[src/rtl/stopwatch_lap_recorder_pkg.sv]
// Shared widths, default depth and FSM state type for the stopwatch lap recorder.
// Other stopwatch blocks import these widths so that every block agrees on the field layout.
package stopwatch_lap_recorder_pkg;

    localparam int unsigned DEFAULT_MSEC_W = 7;
    localparam int unsigned DEFAULT_SEC_W  = 6;
    localparam int unsigned DEFAULT_MIN_W  = 6;
    localparam int unsigned DEFAULT_HOUR_W = 5;
    localparam int unsigned DEFAULT_DEPTH  = 4;

    typedef enum logic {
        StLive = 1'b0,
        StView = 1'b1
    } lap_view_state_e;

endpackage

[src/rtl/stopwatch_lap_recorder_regfile.sv]
// Lap storage: DEPTH x WIDTH register file with one synchronous write port and one
// combinational read port. The storage has no reset; unused slots are never displayed.
module stopwatch_lap_recorder_regfile #(
    parameter int unsigned DEPTH = 4,
    parameter int unsigned WIDTH = 24
) (
    input  logic                     clk_i,
    input  logic                     we_i,
    input  logic [$clog2(DEPTH)-1:0] waddr_i,
    input  logic [WIDTH-1:0]         wdata_i,
    input  logic [$clog2(DEPTH)-1:0] raddr_i,
    output logic [WIDTH-1:0]         rdata_o
);

    logic [WIDTH-1:0] mem_q [DEPTH];
    logic [WIDTH-1:0] mem_d [DEPTH];

    always_comb begin
        mem_d = mem_q;
        if (we_i) begin
            mem_d[waddr_i] = wdata_i;
        end
    end

    always_ff @(posedge clk_i) begin
        mem_q <= mem_d;
    end

    assign rdata_o = mem_q[raddr_i];

endmodule

[src/rtl/stopwatch_lap_recorder.sv]
// Lap capture/replay stage between the stopwatch datapath and the display controller.
// Captures live time into a circular lap buffer and shows either live time or one stored lap.
module stopwatch_lap_recorder
    import stopwatch_lap_recorder_pkg::*;
#(
    parameter int unsigned DEPTH  = DEFAULT_DEPTH,
    parameter int unsigned MSEC_W = DEFAULT_MSEC_W,
    parameter int unsigned SEC_W  = DEFAULT_SEC_W,
    parameter int unsigned MIN_W  = DEFAULT_MIN_W,
    parameter int unsigned HOUR_W = DEFAULT_HOUR_W
) (
    input  logic                       clk,
    input  logic                       rst,
    input  logic                       i_lap,
    input  logic                       i_next,
    input  logic                       i_clear,
    input  logic                       i_view,
    input  logic [MSEC_W-1:0]          i_msec,
    input  logic [SEC_W-1:0]           i_sec,
    input  logic [MIN_W-1:0]           i_min,
    input  logic [HOUR_W-1:0]          i_hour,
    output logic [MSEC_W-1:0]          o_msec,
    output logic [SEC_W-1:0]           o_sec,
    output logic [MIN_W-1:0]           o_min,
    output logic [HOUR_W-1:0]          o_hour,
    output logic [$clog2(DEPTH)-1:0]   o_lap_idx,
    output logic [$clog2(DEPTH):0]     o_lap_cnt,
    output logic                       o_viewing
);

    localparam int unsigned IDX_W  = $clog2(DEPTH);
    localparam int unsigned CNT_W  = IDX_W + 1;
    localparam int unsigned WORD_W = HOUR_W + MIN_W + SEC_W + MSEC_W;

    lap_view_state_e    state_q, state_d;
    logic [IDX_W-1:0]   wr_ptr_q, wr_ptr_d;
    logic [IDX_W-1:0]   rd_idx_q, rd_idx_d;
    logic [CNT_W-1:0]   count_q, count_d;
    logic [WORD_W-1:0]  disp_q, disp_d;
    logic [IDX_W-1:0]   lap_idx_q;
    logic [CNT_W-1:0]   lap_cnt_q;
    logic               viewing_q;

    logic               full;
    logic               capture;
    logic [IDX_W-1:0]   oldest;
    logic [IDX_W-1:0]   rd_addr;
    logic [WORD_W-1:0]  live_word;
    logic [WORD_W-1:0]  rd_word;

    assign live_word = {i_hour, i_min, i_sec, i_msec};
    assign full      = (count_q == CNT_W'(DEPTH));
    assign capture   = i_lap & ~i_clear;
    assign oldest    = full ? wr_ptr_q : '0;
    // DEPTH is a power of two, so the adder wrap is the modulo.
    assign rd_addr   = oldest + rd_idx_q;

    stopwatch_lap_recorder_regfile #(
        .DEPTH (DEPTH),
        .WIDTH (WORD_W)
    ) u_regfile (
        .clk_i   (clk),
        .we_i    (capture),
        .waddr_i (wr_ptr_q),
        .wdata_i (live_word),
        .raddr_i (rd_addr),
        .rdata_o (rd_word)
    );

    always_comb begin
        state_d  = i_view ? StView : StLive;
        wr_ptr_d = wr_ptr_q;
        rd_idx_d = rd_idx_q;
        count_d  = count_q;

        if (state_q == StLive) begin
            if (i_view) begin
                rd_idx_d = '0;
            end
        end else if (i_next && (count_q != '0)) begin
            // Wrap decision uses the count before any same-cycle capture.
            rd_idx_d = ({1'b0, rd_idx_q} == count_q - 1'b1) ? '0 : rd_idx_q + 1'b1;
        end

        if (capture) begin
            wr_ptr_d = wr_ptr_q + 1'b1;
            if (!full) begin
                count_d = count_q + 1'b1;
            end
        end

        if (i_clear) begin
            wr_ptr_d = '0;
            rd_idx_d = '0;
            count_d  = '0;
        end

        if (count_d == '0) begin
            rd_idx_d = '0;
        end else if ({1'b0, rd_idx_d} > count_d - 1'b1) begin
            rd_idx_d = IDX_W'(count_d - 1'b1);
        end

        if (state_q == StLive) begin
            disp_d = live_word;
        end else if (count_q == '0) begin
            disp_d = '0;
        end else begin
            disp_d = rd_word;
        end
    end

    always_ff @(posedge clk) begin
        if (rst) begin
            state_q   <= StLive;
            wr_ptr_q  <= '0;
            rd_idx_q  <= '0;
            count_q   <= '0;
            disp_q    <= '0;
            lap_idx_q <= '0;
            lap_cnt_q <= '0;
            viewing_q <= 1'b0;
        end else begin
            state_q   <= state_d;
            wr_ptr_q  <= wr_ptr_d;
            rd_idx_q  <= rd_idx_d;
            count_q   <= count_d;
            disp_q    <= disp_d;
            lap_idx_q <= rd_idx_q;
            lap_cnt_q <= count_q;
            viewing_q <= (state_q == StView);
        end
    end

    assign {o_hour, o_min, o_sec, o_msec} = disp_q;
    assign o_lap_idx = lap_idx_q;
    assign o_lap_cnt = lap_cnt_q;
    assign o_viewing = viewing_q;

endmodule

[config.mk]
export PLATFORM = sky130hd
export DESIGN_NAME = stopwatch_lap_recorder
export DESIGN_NICKNAME = d
export VERILOG_FILES = /design/src/rtl/stopwatch_lap_recorder_pkg.sv /design/src/rtl/stopwatch_lap_recorder_regfile.sv /design/src/rtl/stopwatch_lap_recorder.sv
export SDC_FILE = /design/constraint.sdc
export NUM_CORES = 1
export LEC_CHECK = 0
export ABC_CLOCK_PERIOD_IN_PS = 2510
export BUFFER_PORTS_ARGS = -buffer_cell sky130_fd_sc_hd__buf_2
export CORE_MARGIN = 2
export CORE_UTILIZATION = 52
export DETAILED_ROUTE_END_ITERATION = 7
export GPL_ROUTABILITY_DRIVEN = 0
export PLACE_DENSITY_LB_ADDON = 0.08
export SKIP_CTS_REPAIR_TIMING = 1
export SYNTH_ARGS = -nofsm -noshare
export SYNTH_HDL_FRONTEND = slang
export SYNTH_SLANG_ARGS = --single-unit
[constraint.sdc]
create_clock -name clk -period 2.51 [get_ports clk]
set_input_delay 0.251 -clock clk [delete_from_list [all_inputs] [get_ports clk]]
set_output_delay 0.251 -clock clk [all_outputs]
set_load 0.1 [all_outputs]
==> impl_metrics.toml <==
[status]
status = "finished clean"

[job]
drv_cap = 0

[synth]
synth_area_leader_cell = "edfxtp_1"
ys_seq_area_share_pct = 71.3
synth-main-ff-cell = "edfxtp_1"
synth_fp_nets = 370
synth.distinct_cells = 35
synth_edf_count = 96
synth_warnings = 0
synth_seq_cells = 134
synth.avg_cell_area_um2 = 15.6
netlist.area_leader.share_pct = 56.4
synthCells = 328
synthTopCellsByArea = "edfxtp_1 56%, dfxtp_1 15%, mux2i_1 9.8%, o221ai_1 4.1%, ha_1 2.9%"
netlist_area_um2 = 5110
synthArstFlopShare_pct = 0

[timing]
finalSetupViolations = 0
hold_ws_ns = 0.0524
max_freq_ghz = 0.417
finClkSkew_ns = 0.00506
relSlewSlack_pct = 63.4
worst_slew_pin_slew_ns = 0.549
finalMaxSlewViolations = 0
hold_viol_final = 0
fin_tns_setup_ns = 0
fin_crit_sh_pct = 95.4
fin_crit_ns = 2.40

[power]
power_density_nw_per_um2 = 789
vdd_ir_drop_max_mv = 0.492
leakage_nw = 2.37

[cts]
insertion_delay_ns = 0.51
cts_max_path_buffers = 2
cts-root-buf = "clkbuf_8"
clk_pin_slew_ns = 0.06
cts_tree = "built"
numCtsBuffers = 17
h-tree-depth = 4
cts_sinks = 134

[global_routing]
grt.met3_usage_pct = 6.71
use_met1_pct = 22.9
grt_usage_pct = 18.2
busiest_layer = "met2"
grt_max_degree = 25
antenna_found_initial = 0
grt_pass1_wl_um = 13900
gr-total-overflow = 0
met2_usage_pct = 28.8
grt_pass1_vias = 2785

[worst_setup_path]
cp-start-kind = "flip-flop"
crit_path_end_kind = "flip-flop"
slowest_delay_ns = 0.34
cp_data_arrival_time_ns = 2.85
worstSetupPathType = "flip-flop to flip-flop"
cp_cell_sequence = "inv_2 -> ha_4 -> xor2_1 -> nand3_1 -> nand4b_1 -> a311oi_2 -> ha_1 -> nor2b_2 -> o21ai_2 -> o31ai_1 -> o21ba_1"
worst-path-buf-inv = 1
timing.critical_path.slowest_stage_cell = "a311oi_2"
crit_family = "compound AO/OA/AOI/OAI gates"
crit_fanout = 4
cp_data_required_time_ns = 2.97

[die]
initial_core_util_pct = 53.0
std_cell_rows = 36
fp.dieW_um = 103
die_y_um = 103
die_area_um2 = 10600
core_area_um2 = 9640
ios = 60

[finish]
fillerInstances = 722
drive_above_1_share_pct = 25.2
diodes = 0
fin_area_um2 = 6470
area_growth_syn_to_layout_pct = 26.6
final_nets = 473
final_cell_mix = "96 x edfxtp_1, 59 x buf_2, 50 x mux2i_1"
layout_commonest_cell = "edfxtp_1"

[routing]
drc = 0
final_antenna_net_count = 0
viasPerCell = 5.11
routed_wl_um = 9320
drt_iter0_drc = 134
firstDrtPassIters = 4
vias = 2946
routedWlPerCell_um = 16.2

[placement]
io_buffers = 59
place_hpwl_um = 5520
placement.cell_area_um2 = 5640

[hold_path]
min_path_type = "primary input to flip-flop"
==> registers in the layout (all words and copies together) (netlist names) <==
signal           cells
o_lap_cnt            3
o_lap_idx            2
state_q              1
disp_q              24
rd_idx_q             2
o_viewing            1
wr_ptr_q             2
count_q              3
u_regfile.mem_q     96
==> worst paths after layout <==
check | startpoint | endpoint | slack, ns | cells after the start
max | count_q[0] | rd_idx_q[1] | 0.11 | 11
min | i_clear | wr_ptr_q[0] | 0.05 | 2
max reg2reg | count_q[0] | rd_idx_q[1] | 0.11 | 11
min reg2reg | count_q[1] | o_lap_cnt[1] | 0.50 | 2
==> per-layer routing <==
| layer | vias up | share of wire [%] |
|---|---|---|
| li1 | 1448 | - |
| met1 | 1431 | 46 |
| met2 | 58 | 48 |
| met3 | 9 | 3.8 |
| met4 | 0 | 1.3 |
| met5 | - | 0 |
==> cell type report <==
class | count | area (um^2) | share of cell area (%)
clock buffer | 20 | 425 | 6.58
clock inverter | 12 | 111 | 1.72
inverter | 7 | 26.3 | 0.406
multi-input combinational | 171 | 1380 | 21.3
sequential | 134 | 3650 | 56.4
tap | 133 | 166 | 2.57
timing repair buffer | 100 | 716 | 11.1
==> worst reg2reg max path, cell delays in order, from the launching register on <==
cell and delay [ns]:
dfxtp_2 0.33, inv_2 0.06, ha_4 0.25, xor2_1 0.15
nand3_1 0.13, nand4b_1 0.12, a311oi_2 0.34, ha_1 0.30
nor2b_2 0.16, o21ai_2 0.19, o31ai_1 0.10, o21ba_1 0.22
==> Yosys cell counts, types with 4 or more instances <==
cell	instances
ha_1	12
inv_1	7
nand2b_1	4
nor2_1	9
dfxtp_1	38
mux2i_1	50
xnor2_1	4
nor2b_1	7
clkbuf_1	8
and2_1	6
nand2_1	29
edfxtp_1	96
o221ai_1	24
==> where the power goes <==
group          switching, mW  internal [mW]
Sequential            0.0164           2.43
Clock                  0.843           1.39
Combinational          0.303          0.123
Total                   1.16           3.94
==> cells by family after synthesis <==
kind of cell / Yosys count / share of synthesized area [%]
and+or+nand+nor: 64 / 6.10
DFF: 134 / 71.3
muxes: 50 / 9.80
adders and majority gates: 12 / 2.94
buffers and inverters: 23 / 2.43
xor gates and xnor gates: 8 / 1.52
AOI/OAI and AO/OA: 37 / 5.88
==> through the flow <==
step / setup slack, ns / std cells / power (mW) / utilization, %
2_1_floorplan: 0.0944 / 328 / 2.77 / -
5_1_grt: -0.0160 / 577 / 5.27 / 67.1
6_report: 0.115 / 577 / 5.10 / 67.1
4_1_cts: -0.124 / 551 / 5.11 / 64.1
3_5_place_dp: -0.105 / 519 / 2.88 / 58.6
3_3_place_gp: 0.0491 / 519 / 2.87 / 58.6
Note: power is estimated with default switching activity, not from simulation.
